<file path="src/rtl/seg7_pkg.sv">
// Shared types and the hex-to-segment table for the 7-segment capture block.
package seg7_pkg;

    localparam int unsigned SEG_W   = 7;
    localparam int unsigned NIB_W   = 4;
    localparam int unsigned NUM_HEX = 16;

    typedef logic [SEG_W-1:0] seg7_t;
    typedef logic [NIB_W-1:0] nibble_t;

    // Active-high patterns {a,b,c,d,e,f,g}, indexed by hex value
    localparam seg7_t SEG7_HEX [NUM_HEX] = '{
        7'h7E, 7'h30, 7'h6D, 7'h79, 7'h33, 7'h5B, 7'h5F, 7'h70,
        7'h7F, 7'h7B, 7'h77, 7'h1F, 7'h4E, 7'h3D, 7'h4F, 7'h47
    };

    // Decoder result: recovered nibble plus an undecodable-pattern flag
    typedef struct packed {
        nibble_t value;
        logic    err;
    } seg7_dec_t;

    typedef enum logic {
        ST_EMPTY = 1'b0,
        ST_FULL  = 1'b1
    } out_state_t;

endpackage

</file>
<file path="src/rtl/seg7_frame_capture_if.sv">
// Frame hand-off bus: valid/ready with per-digit nibbles and error flags.
interface seg7_frame_capture_if
    import seg7_pkg::*;
#(
    parameter int unsigned NUM_DIGITS = 4
) ();

    logic                        frame_valid;
    logic                        frame_ready;
    logic [NIB_W*NUM_DIGITS-1:0] frame_data;
    logic [NUM_DIGITS-1:0]       frame_err;

    modport master (
        output frame_valid,
        output frame_data,
        output frame_err,
        input  frame_ready
    );

    modport slave (
        input  frame_valid,
        input  frame_data,
        input  frame_err,
        output frame_ready
    );

endinterface

</file>
<file path="src/rtl/seg7_to_hex.sv">
// Combinational reverse lookup of a 7-segment pattern into a hex nibble.
module seg7_to_hex
    import seg7_pkg::*;
(
    input  seg7_t     seg,
    output seg7_dec_t dec
);

    // Table search; unknown patterns return nibble 0 with err set
    always_comb begin
        dec = '{value: '0, err: 1'b1};
        for (int unsigned i = 0; i < NUM_HEX; i++) begin
            if (seg == SEG7_HEX[i]) begin
                dec.value = nibble_t'(i);
                dec.err   = 1'b0;
            end
        end
    end

endmodule

</file>
<file path="src/rtl/seg7_frame_capture.sv">
// Watches a multiplexed 7-segment bus, decodes each stable digit and
// hands complete frames out on a valid/ready interface.
module seg7_frame_capture
    import seg7_pkg::*;
#(
    parameter int unsigned NUM_DIGITS     = 4,
    parameter int unsigned STABLE_CYCLES  = 3,
    parameter bit          SEG_ACTIVE_LOW = 1'b0
) (
    input  logic                   clk,
    input  logic                   rst,
    input  seg7_t                  seg_in,
    input  logic [NUM_DIGITS-1:0]  dig_en,
    seg7_frame_capture_if.master   frame,
    output logic                   overflow
);

    localparam int unsigned CNT_W = $clog2(STABLE_CYCLES + 1);
    localparam int unsigned IDX_W = (NUM_DIGITS > 1) ? $clog2(NUM_DIGITS) : 1;
    localparam logic [CNT_W-1:0] CNT_MAX = CNT_W'(STABLE_CYCLES);

    seg7_t                  seg_norm;
    seg7_t                  samp_seg;
    logic [NUM_DIGITS-1:0]  samp_dig;
    logic [CNT_W-1:0]       cnt;
    logic [CNT_W-1:0]       cnt_next;
    logic                   same;
    logic                   dig_onehot;
    logic [IDX_W-1:0]       dig_idx;
    logic                   capture;
    seg7_dec_t              dec;

    logic [NUM_DIGITS-1:0][NIB_W-1:0] slot;
    logic [NUM_DIGITS-1:0]            slot_err;
    logic [NUM_DIGITS-1:0]            mask;
    logic                             frame_done;

    out_state_t                       state;
    logic                             valid_q;
    logic [NIB_W*NUM_DIGITS-1:0]      data_q;
    logic [NUM_DIGITS-1:0]            err_q;
    logic                             overflow_q;

    assign seg_norm = SEG_ACTIVE_LOW ? ~seg_in : seg_in;

    seg7_to_hex u_dec (
        .seg (seg_norm),
        .dec (dec)
    );

    // Stability tracking, digit-select decode and the capture strobe
    always_comb begin
        same       = (seg_norm == samp_seg) && (dig_en == samp_dig);
        cnt_next   = CNT_W'(1);
        if (same) begin
            cnt_next = (cnt == CNT_MAX) ? cnt : cnt + CNT_W'(1);
        end
        dig_onehot = (dig_en != '0) && ((dig_en & (dig_en - NUM_DIGITS'(1))) == '0);
        dig_idx    = '0;
        for (int unsigned i = 0; i < NUM_DIGITS; i++) begin
            if (dig_en[i]) begin
                dig_idx = dig_idx | IDX_W'(i);
            end
        end
        // Fires only on reaching the threshold, never while sitting saturated
        capture    = (cnt_next == CNT_MAX) && !(same && (cnt == CNT_MAX)) && dig_onehot;
        frame_done = &mask;
    end

    // Sample register and stability counter
    always_ff @(posedge clk) begin
        if (rst) begin
            samp_seg <= '0;
            samp_dig <= '0;
            cnt      <= '0;
        end else begin
            samp_seg <= seg_norm;
            samp_dig <= dig_en;
            cnt      <= cnt_next;
        end
    end

    // Digit slots and capture mask; a completed frame clears the mask
    always_ff @(posedge clk) begin
        if (rst) begin
            slot     <= '0;
            slot_err <= '0;
            mask     <= '0;
        end else begin
            if (capture) begin
                slot[dig_idx]     <= dec.value;
                slot_err[dig_idx] <= dec.err;
            end
            mask <= (frame_done ? '0 : mask) | (capture ? dig_en : '0);
        end
    end

    // Output FSM: loads assembled frames, drops them while the consumer stalls
    always_ff @(posedge clk) begin
        if (rst) begin
            state      <= ST_EMPTY;
            valid_q    <= 1'b0;
            data_q     <= '0;
            err_q      <= '0;
            overflow_q <= 1'b0;
        end else begin
            overflow_q <= 1'b0;
            case (state)
                ST_EMPTY: begin
                    if (frame_done) begin
                        data_q  <= slot;
                        err_q   <= slot_err;
                        valid_q <= 1'b1;
                        state   <= ST_FULL;
                    end
                end
                ST_FULL: begin
                    if (frame.frame_ready) begin
                        if (frame_done) begin
                            data_q <= slot;
                            err_q  <= slot_err;
                        end else begin
                            valid_q <= 1'b0;
                            state   <= ST_EMPTY;
                        end
                    end else if (frame_done) begin
                        overflow_q <= 1'b1;
                    end
                end
                default: begin
                    valid_q <= 1'b0;
                    state   <= ST_EMPTY;
                end
            endcase
        end
    end

    assign frame.frame_valid = valid_q;
    assign frame.frame_data  = data_q;
    assign frame.frame_err   = err_q;
    assign overflow          = overflow_q;

endmodule

</file>
<file path="src/flat_wrapper.sv">
// flat-port wrapper written by rule: the top's interface ports become plain ports
module seg7_frame_capture_flat import seg7_pkg::*;
#(
    parameter int unsigned NUM_DIGITS     = 4,
    parameter int unsigned STABLE_CYCLES  = 3,
    parameter bit          SEG_ACTIVE_LOW = 1'b0
)
  (clk, rst, seg_in, dig_en, overflow, frame_frame_valid, frame_frame_data, frame_frame_err, frame_frame_ready);
  seg7_frame_capture_if #(.NUM_DIGITS(NUM_DIGITS)) frame_i ();
  input  logic clk;
  input  logic rst;
  input  seg7_t seg_in;
  input  logic [NUM_DIGITS-1:0] dig_en;
  output logic overflow;
  output wire logic [$bits(frame_i.frame_valid)-1:0] frame_frame_valid;
  output wire logic [$bits(frame_i.frame_data)-1:0] frame_frame_data;
  output wire logic [$bits(frame_i.frame_err)-1:0] frame_frame_err;
  input wire logic [$bits(frame_i.frame_ready)-1:0] frame_frame_ready;
  assign frame_frame_valid = frame_i.frame_valid;
  assign frame_frame_data = frame_i.frame_data;
  assign frame_frame_err = frame_i.frame_err;
  assign frame_i.frame_ready = frame_frame_ready;
  seg7_frame_capture #(.NUM_DIGITS(NUM_DIGITS), .STABLE_CYCLES(STABLE_CYCLES), .SEG_ACTIVE_LOW(SEG_ACTIVE_LOW)) u_core (.clk(clk), .rst(rst), .seg_in(seg_in), .dig_en(dig_en), .frame(frame_i), .overflow(overflow));
endmodule
</file>
<file path="config.mk">
export PLATFORM = sky130hd
export DESIGN_NAME = seg7_frame_capture_flat
export DESIGN_NICKNAME = d
export VERILOG_FILES = /design/src/rtl/seg7_pkg.sv /design/src/rtl/seg7_frame_capture_if.sv /design/src/rtl/seg7_to_hex.sv /design/src/rtl/seg7_frame_capture.sv /design/src/flat_wrapper.sv
export SDC_FILE = /design/constraint.sdc
export NUM_CORES = 1
export LEC_CHECK = 0
export ABC_AREA = 0
export ABC_CLOCK_PERIOD_IN_PS = 2630
export CAP_MARGIN = 40
export CORE_ASPECT_RATIO = 0.6
export CORE_MARGIN = 2
export CORE_UTILIZATION = 45
export CTS_BUF_LIST = sky130_fd_sc_hd__clkbuf_8
export DETAILED_ROUTE_END_ITERATION = 6
export GPL_ROUTABILITY_DRIVEN = 0
export HOLD_SLACK_MARGIN = 0.15
export PLACE_DENSITY = 0.67
export SLEW_MARGIN = 40
export SYNTH_ARGS = -nofsm -noshare
export SYNTH_HDL_FRONTEND = slang
export SYNTH_SLANG_ARGS = --single-unit
</file>
<file path="constraint.sdc">
create_clock -name clk -period 2.63 [get_ports clk]
set_clock_uncertainty 0.2 [all_clocks]
set_input_delay 0.6575 -clock clk [delete_from_list [all_inputs] [get_ports clk]]
set_output_delay 0.6575 -clock clk [all_outputs]
set_load 0.02 [all_outputs]
</file>
* After elaboration in Yosys (flattened, before gate mapping) *
Cells that the tools add are included.

cells by class
  magnitude comparators = 2
  bitwise gates (word level) = 3
  reductions and logical operators = 12
  add/sub/neg operators = 2
  muxes and demuxes = 42
  eq/ne operators = 23

operators by type and width
  operator              count
  $eq A7 B7 Y1 const B  12
  $mux W5               15
  $mux W16              2
  $pmux W16 S2          1
  $eq A7 B6 Y1 const B  3
  $mux W4               5
  $bwmux W16            1
  $demux W4 S2          1
  $mux W1               8
  $mux W2               4
  $pmux W4 S2           1
  $eq A7 B5 Y1 const B  1
  $eq A7 B7 Y1          1
  $logic_and A1 B1 Y1   6
  $and A4 B4 Y4         1
  $bwmux W4             1
  $eq A2 B2 Y1 const B  2
  $eq A4 B4 Y1          1
  $logic_not A4 Y1      1
  $ne A2 B2 Y1 const B  2
  $or A4 B4 Y4          1
  $pmux W1 S2           2
  $reduce_and A4 Y1     1
  $reduce_bool A4 Y1    1
  other kinds (10)      10

word-level totals
  word-level logic and storage cells = 98
  input port bits = 14
  bits in registers = 60
  output and inout port bits = 22

* Logic depth before layout (Yosys ltp) *
Gate-level depths: netlist of run 1.

  depth after elaboration = 18
  depth in mapped cells = 7
  gate-level depth less buffers = 5

* By module *
From an unflattened synthesis of run 1, not the netlist that was laid out.

unflattened totals
  cell total of the unflattened synthesis = 294
  area, all modules = 2640.0 µm²

by module, submodules not included
  module              area an instance (µm²)  seq. area each (µm²)  cells an instance  times used
  seg7_frame_capture  2222.1                  1201.2                237                1
  seg7_to_hex         417.9                   0.0                   57                 1

* Worst setup path after synthesis of run 1 *
No wires, ideal clock.

  kind = input to register
  start = input port seg_in[0]
  end = register u_core.slot_err[2]
  data arrival time = 1902 ps
  setup slack = 392 ps
  data required time = 2295 ps
  stages = 7
  setup time = 135 ps
  path through = buf_6 > xnor2_4 > nand4_4 > or4_4 > buf_6 > nand2_1 > a21oi_1

on the way
  longest elaborated chain between the ends = 18

ends and longest elaborated chain
  item                             RTL line                  source
  from (decl)                      flat_wrapper.sv:12        input seg7_t seg_in;
  $eq A7 B7 Y1                     seg7_to_hex.sv:13         if (seg == SEG7_HEX[i]) begin
  $mux W1                          seg7_to_hex.sv:13
  $mux W5 (15 in series)           seg7_to_hex.sv:13
  $bwmux W4                        seg7_frame_capture.sv:92  slot_err[dig_idx] <= dec.err;
  to (signal, indexed assignment)  seg7_frame_capture.sv:92
  to (decl)                        seg7_frame_capture.sv:34  logic [NUM_DIGITS-1:0] slot_err;

Parallel ways exist; a longest one is shown, timed or not.
A chain may end at the register's enable or synchronous reset.

* Worst setup path after layout of run 1 *
  start = input port seg_in[3]
  end = register u_core.slot_err[1]

The elaborated chain is that of the path after synthesis.

==> metrics.txt, run 1 <==
WL per Instance=14.3 um; switching power total=0.000461 W; PortBufs=35; CP arrival=2.58 ns; Clock power frac=42.8%; Register Area=1200 um2; WHS=0.251 ns; Ys Warns=0; ratio of total power to cell area=549 nW/um2; TritonCTS Buffers=9; gr ovfl total=0; pin slew with the least headroom to its limit=0.748 ns; worst IR drop on VDD=0.000282 V; Switching Fraction=23.6%; Ant. Diodes=0; Fin. Hold Viols=0; via count=2337; Clk Latency, worst-skew pair=0.34 ns; end of the critical path=u_core.slot_err[1]$_SDFFE_PP0P_; Leak=1.28 nW; DP HPWL=4710 um; ratio of cells with drive above 1 in the final layout=22.2%; fill cell count=505; Layout Nets=379; top cell type's share of synthesized area=44.2%; Mapped Nets=316; Worst slew margin=50.1%; Max Slew Vio Count=0; drc violations=0; wirelength, routed=6450 um; clk root buf=clkbuf_8; RR Startpoint=u_core.cnt[1]$_SDFF_PP0_; Area growth syn-to-layout=30.9%; io pins=36; largest net degree at the start of global routing=31; Tmin final=2.57 ns; vias in the first global route=2158; Core Area=5700 um2; sequential share of power=47.4%; Pre-Repair DR Iteration Count=4; proportion of power drawn by combinational gates=9.8%; Worst Setup SP=seg_in[3]; most instantiated cells after synthesis=nand2_1 (63), dfxtp_1 (60), a21oi_1 (39), nor2_1 (13), nor2b_1 (12); internal power=0.00149 W; dominant synthesized flop cell=dfxtp_1; Synth area leaders=dfxtp_1 (44%), nand2_1 (8.7%), a21oi_1 (7.2%); Placed Cells=433; final worst setup slack=0.0607 ns; initial antenna violation count=0; die width=104 um; Final Non-Filler Cells=450; maxcap violations=0; mapped cell area=2720 um2; CP Class=input port to flop; Initial Utilization=47.7%; Post-synth EDFFs=0; pre-CTS setup slack=-0.303 ns; setup slack, reg-to-reg=0.67 ns; count of different cell masters after synthesis=55; worst r2r dst=u_core.slot[4]$_SDFFE_PP0P_; die area=6700 um2; top achievable clock speed=0.389 GHz; Die H=64.2 um; largest fanout on the critical path=7; CTS clk-pin slew, worst paths=0.07 ns; antenna viol nets, final=0; dominant cell type by area after synthesis=dfxtp_1; CP Capture Type=flop; initial DRC count=117; CTS tree=done; TritonCTS Sinks=60; flops & latches, synth=60; HP Class=flop to flop; hold-fix buffer count after cts=0; Synth async-reset ratio=0%; cell count after synthesis=302; register area share after synthesis=44.2%; H-tree depth=3; count leader, synth=nand2_1; routed vias/inst=5.19; # rows=21; syn_area_per_cell=9.00 um2; setup violators final=0; critical path launch point type=input port; Worst EP required=2.64 ns; first-pass GRT wire length=10900 um; GRT Overall Usage=21.0%; area of the multi-input gates=1430 um2; status=finished, final reports clean; R2R depth=6; period utilization=97.7%; worst-case clock buffer depth=2
==> metrics by stage <==
stage | power (W) | area (um2) | util, % | TNS, ns
2_1_floorplan | 0.00105 | 2720 | - | 0
4_1_cts | 0.00197 | 3530 | 61.9 | 0
6_report | 0.00195 | 3560 | 62.4 | 0
3_3_place_gp | 0.00113 | 3330 | 58.4 | -3.14
5_1_grt | 0.00203 | 3560 | 62.4 | -0.00419
3_5_place_dp | 0.00113 | 3330 | 58.4 | -4.12
==> how the worst min path moves through the flow <==
stage / from / end / slack, ns / cells after the start
after floorplan: u_core.slot_err[0]$_SDFFE_PP0P_ / u_core.frame.frame_err[0]$_SDFFE_PP0P_ / 0.23 / 2
after global placement: u_core.slot[11]$_SDFFE_PP0P_ / u_core.frame.frame_data[11]$_SDFFE_PP0P_ / 0.24 / 2
after detailed placement: u_core.slot[11]$_SDFFE_PP0P_ / u_core.frame.frame_data[11]$_SDFFE_PP0P_ / 0.24 / 2
after CTS: u_core.slot[11]$_SDFFE_PP0P_ / u_core.frame.frame_data[11]$_SDFFE_PP0P_ / 0.26 / 2
after global routing: u_core.slot_err[1]$_SDFFE_PP0P_ / u_core.frame.frame_err[1]$_SDFFE_PP0P_ / 0.27 / 2
final: u_core.slot[11]$_SDFFE_PP0P_ / u_core.frame.frame_data[11]$_SDFFE_PP0P_ / 0.25 / 2
==> cells in the final DEF (no fill, tap or decap), drive strengths merged, types with 2 or more instances in the layout <==
cell type      count
nor4               7
clkdlybuf4s50     34
nand2b             4
nand3              8
nor3               2
a31oi              2
nor2              13
dfxtp             60
a21oi             40
mux2i              3
o22ai              2
nand3b             3
a211oi             5
or3                2
o21ai              8
nor2b             12
xnor2             11
clkbuf            11
and4               3
clkinv             2
nand4b             3
nand2             64
inv                4
or4                2
buf               37
nand4             11
==> cell families (layout without fill, tap and decap cells) <==
logic type | Yosys count | in the layout | share of synthesized area (%)
XOR/XNOR | 11 | 11 | 5.61
AO/OA/AOI/OAI | 64 | 64 | 14.5
buffers and inverters | 22 | 90 | 4.05
AND/OR/NAND/NOR | 142 | 142 | 30.6
multiplexers | 3 | 3 | 1.10
flip-flops | 60 | 60 | 44.2
==> power by group through the flow <==
stage | Clock [W] | Sequential (W) | Combinational, W
after global placement | 0 | 0.000946 | 0.000184
after floorplan | 0 | 0.000945 | 0.000108
after CTS | 0.000852 | 0.000926 | 0.000188
after detailed placement | 0 | 0.000946 | 0.000187
after global routing | 0.000900 | 0.000927 | 0.000206
final | 0.000835 | 0.000927 | 0.000191
==> metal layers <==
layer	GRT usage, %	routed length, um
met1	30.8	3450
met2	28.1	2490
met3	7.35	454
met4	6.93	57
met5	0	0
==> state kept, by name (all words and copies together), names as in the netlist <==
| name | flops |
|---|---|
| u_core.cnt | 2 |
| u_core.frame.frame_data | 16 |
| u_core.samp_seg | 7 |
| u_core.slot_err | 4 |
| u_core.samp_dig | 4 |
| u_core.overflow | 1 |
| u_core.slot | 16 |
| u_core.mask | 4 |
| u_core.state | 1 |
| u_core.frame.frame_valid | 1 |
| u_core.frame.frame_err | 4 |
==> area by class of cell <==
class                           instances  area share (%)
Clock buffer                           11            4.25
Clock inverter                          5            1.44
Inverter                                3           0.316
Multi-Input combinational cell        220            40.1
Sequential cell                        60            33.8
Tap cell                               80            2.81
Timing Repair Buffer                   71            17.3
==> repair_timing <==
action | 4_1_cts | 5_1_grt
resized for setup | 0 | 3
setup endpoints to repair | 0 | 9
setup buffers | 0 | 1
==> worst max-delay path: stages <==
cell and delay, ns:
clkdlybuf4s50_1 0.62, buf_4 0.20, nor2_1 0.07, nor4b_1 0.60, nor3_2 0.18, nand4_1 0.16
a21oi_1 0.08
Note: power is estimated with default switching activity, not from simulation.
==> run 2: changes to the inputs <==
--- a/config.mk
+++ b/config.mk
@@ -20,3 +20,4 @@
 export SYNTH_ARGS = -nofsm -noshare
 export SYNTH_HDL_FRONTEND = slang
 export SYNTH_SLANG_ARGS = --single-unit
+export TNS_END_PERCENT = 100
==> results of run 2 <==
Final layout, timing and power as in run 1 (identical DEF).
==> run 3: changes to the inputs <==
--- a/config.mk
+++ b/config.mk
@@ -6,16 +6,17 @@
 export NUM_CORES = 1
 export LEC_CHECK = 0
 export ABC_AREA = 0
-export ABC_CLOCK_PERIOD_IN_PS = 2630
 export CAP_MARGIN = 40
+export CELL_PAD_IN_SITES_DETAIL_PLACEMENT = 0
+export CELL_PAD_IN_SITES_GLOBAL_PLACEMENT = 1
 export CORE_ASPECT_RATIO = 0.6
 export CORE_MARGIN = 2
-export CORE_UTILIZATION = 45
+export CORE_UTILIZATION = 43
 export CTS_BUF_LIST = sky130_fd_sc_hd__clkbuf_8
 export DETAILED_ROUTE_END_ITERATION = 6
 export GPL_ROUTABILITY_DRIVEN = 0
 export HOLD_SLACK_MARGIN = 0.15
-export PLACE_DENSITY = 0.67
+export PLACE_DENSITY_LB_ADDON = 0.1
 export SLEW_MARGIN = 40
 export SYNTH_ARGS = -nofsm -noshare
 export SYNTH_HDL_FRONTEND = slang
==> run 3 against run 2 <==
  * Final cell count rose by 0.44%
  * Combinational power fell by 3%
  * Hold slack improved by 0.00075 ns
  * Fmax rose by 2.4%
  * Utilization fell by 3.7 points
  * Sequential share of layout area fell by 0.29 points
  * Clock power rose by 20%
  * First-iteration DRC count fell by 11%
  * Non-clock buffer count fell by 1
  * Largest cell class unchanged
  * Clock-buffer cell count fell by 1
  * Total power rose by 8.4%
==> metrics.txt, run 3 (synthesis results as in run 1) <==
status=finished, final reports clean; antenna viol nets, final=0; TritonCTS Buffers=9; PortBufs=35; largest net degree at the start of global routing=55; Clock power frac=47.5%; setup slack, reg-to-reg=0.65 ns; R2R depth=6; Clk Latency, worst-skew pair=0.34 ns; Placed Cells=435; CP Class=input port to flop; vias in the first global route=2165; top achievable clock speed=0.399 GHz; largest fanout on the critical path=6; setup violators final=0; most frequent CP cell=buf_4; HP Start=u_core.frame.frame_data[5]$_SDFFE_PP0P_; WL per Instance=14.2 um; via count=2281; final worst setup slack=0.121 ns; final instance area=3590 um2; Die H=65.6 um; Power Total=0.00212 W; worst IR drop on VDD=0.000407 V; Leak=1.29 nW; TritonCTS Sinks=60; Fin. Hold Viols=0; worst r2r dst=u_core.slot_err[0]$_SDFFE_PP0P_; DP HPWL=4590 um; first-pass GRT wire length=10700 um; CP Cell Sequence=clkdlybuf4s50_1, buf_4, xnor2_2, nand2_2, buf_4, nor4_4, nand4_1, a21oi_1; die area=7000 um2; initial DRC count=104; worst-case clock buffer depth=2; Worst slew margin=51.0%; Final Non-Filler Cells=452; Worst Hold Depth=2; hold-fix buffer count after cts=0; Ant. Diodes=0; Pre-Repair DR Iteration Count=4; # rows=22; Layout Nets=378; Switching Fraction=21.9%; maxcap violations=0; period utilization=95.4%; most frequent cells in the layout=nand2_1 (63), dfxtp_1 (60), a21oi_1 (39), buf_4 (35), clkdlybuf4s50_1 (34); sequential share of power=43.8%; RR Startpoint=u_core.samp_seg[2]$_SDFF_PP0_; routed vias/inst=5.05; gr ovfl total=0; wirelength, routed=6400 um; CP Capture Type=flop; worst path bufs/invs=3; HP Class=flop to flop; initial antenna violation count=0; CP arrival=2.58 ns; Worst Hold Endpoint=u_core.frame.frame_data[5]$_SDFFE_PP0P_; H-tree depth=3; Worst EP required=2.70 ns; pin slew with the least headroom to its limit=0.729 ns; die width=107 um; Tmin final=2.51 ns; internal power=0.00165 W; Core Area=6110 um2; pre-CTS setup slack=-0.271 ns; CTS clk-pin slew, worst paths=0.07 ns; Initial Utilization=44.5%; switching power total=0.000464 W; drc violations=0; RSZ-0062 raised after global routing=false; Critical-path top delay cell=clkdlybuf4s50_1; Max Slew Vio Count=0; clk root buf=clkbuf_8; proportion of power drawn by combinational gates=8.8%; Area growth syn-to-layout=32.0%; GRT Overall Usage=20.1%; placed inst area=3320 um2; critical path launch point type=input port; commonest non-fill, non-tap cell in the layout=nand2_1; ratio of cells with drive above 1 in the final layout=22.0%; io pins=36; max incr delay on CP=0.46 ns; ratio of total power to cell area=590 nW/um2; CTS tree=done; kind of cell adding the most delay to the critical path=buffers and inverters; WHS=0.252 ns
[run 3: cell type report]
class                      count  area, um2
tap                           84        105
fill                         578       2520
timing repair buffer          70        608
multi-input combinational    220       1430
clock inverter                 5        100
sequential                    60       1200
clock buffer                  10        138
inverter                       3       11.3
[run 3: tightest hold or removal path, stage by stage, from the launching register on]
cell     delay [ns]
dfxtp_1        0.31
nand2_1        0.05
a21oi_1        0.05
[run 3: how the worst max path moves through the flow]
stage / start / endpoint / slack (ns) / cells after the start
CTS: seg_in[5] / u_core.slot[13]$_SDFFE_PP0P_ / 0.08 / 7
detailed placement: seg_in[5] / u_core.slot[13]$_SDFFE_PP0P_ / -0.27 / 7
floorplan: seg_in[0] / u_core.slot_err[2]$_SDFFE_PP0P_ / 0.39 / 7
finish: seg_in[6] / u_core.slot_err[0]$_SDFFE_PP0P_ / 0.12 / 8
global route: seg_in[6] / u_core.slot_err[0]$_SDFFE_PP0P_ / 0.009 / 8
global placement: seg_in[5] / u_core.slot_err[3]$_SDFFE_PP0P_ / -0.27 / 7
[run 3: power by group through the flow]
stage	logic (W)	clock network (W)	registers [W]
after floorplan	0.000108	0	0.000945
after global placement	0.000181	0	0.000946
after detailed placement	0.000182	0	0.000946
after CTS	0.000183	0.00102	0.000926
after global routing	0.000202	0.00107	0.000926
final	0.000186	0.00100	0.000926
[run 3: timing repair]
| action | 4_1_cts | 5_1_grt |
|---|---|---|
| setup buffers | 0 | 2 |
| hold endpoints to repair | 0 | 0 |
| setup endpoints to repair | 0 | 6 |
| resized for setup | 0 | 3 |
[run 3: through the flow]
step	utilization, %	TNS [ns]
after floorplan	-	0
after global placement	54.3	-3.76
after detailed placement	54.3	-4.12
after CTS	58.2	0
after global routing	58.7	0
final	58.7	0
[run 3: per-layer routing]
metal / vias up / GRT usage [%] / part of all wire, % / routed length, um
li1: 1182 / - / - / -
met1: 1022 / 29.1 / 52 / 3320
met2: 70 / 27.6 / 40 / 2550
met3: 7 / 6.65 / 7.3 / 465
met4: 0 / 6.98 / 0.89 / 57
met5: - / 0 / 0 / 0
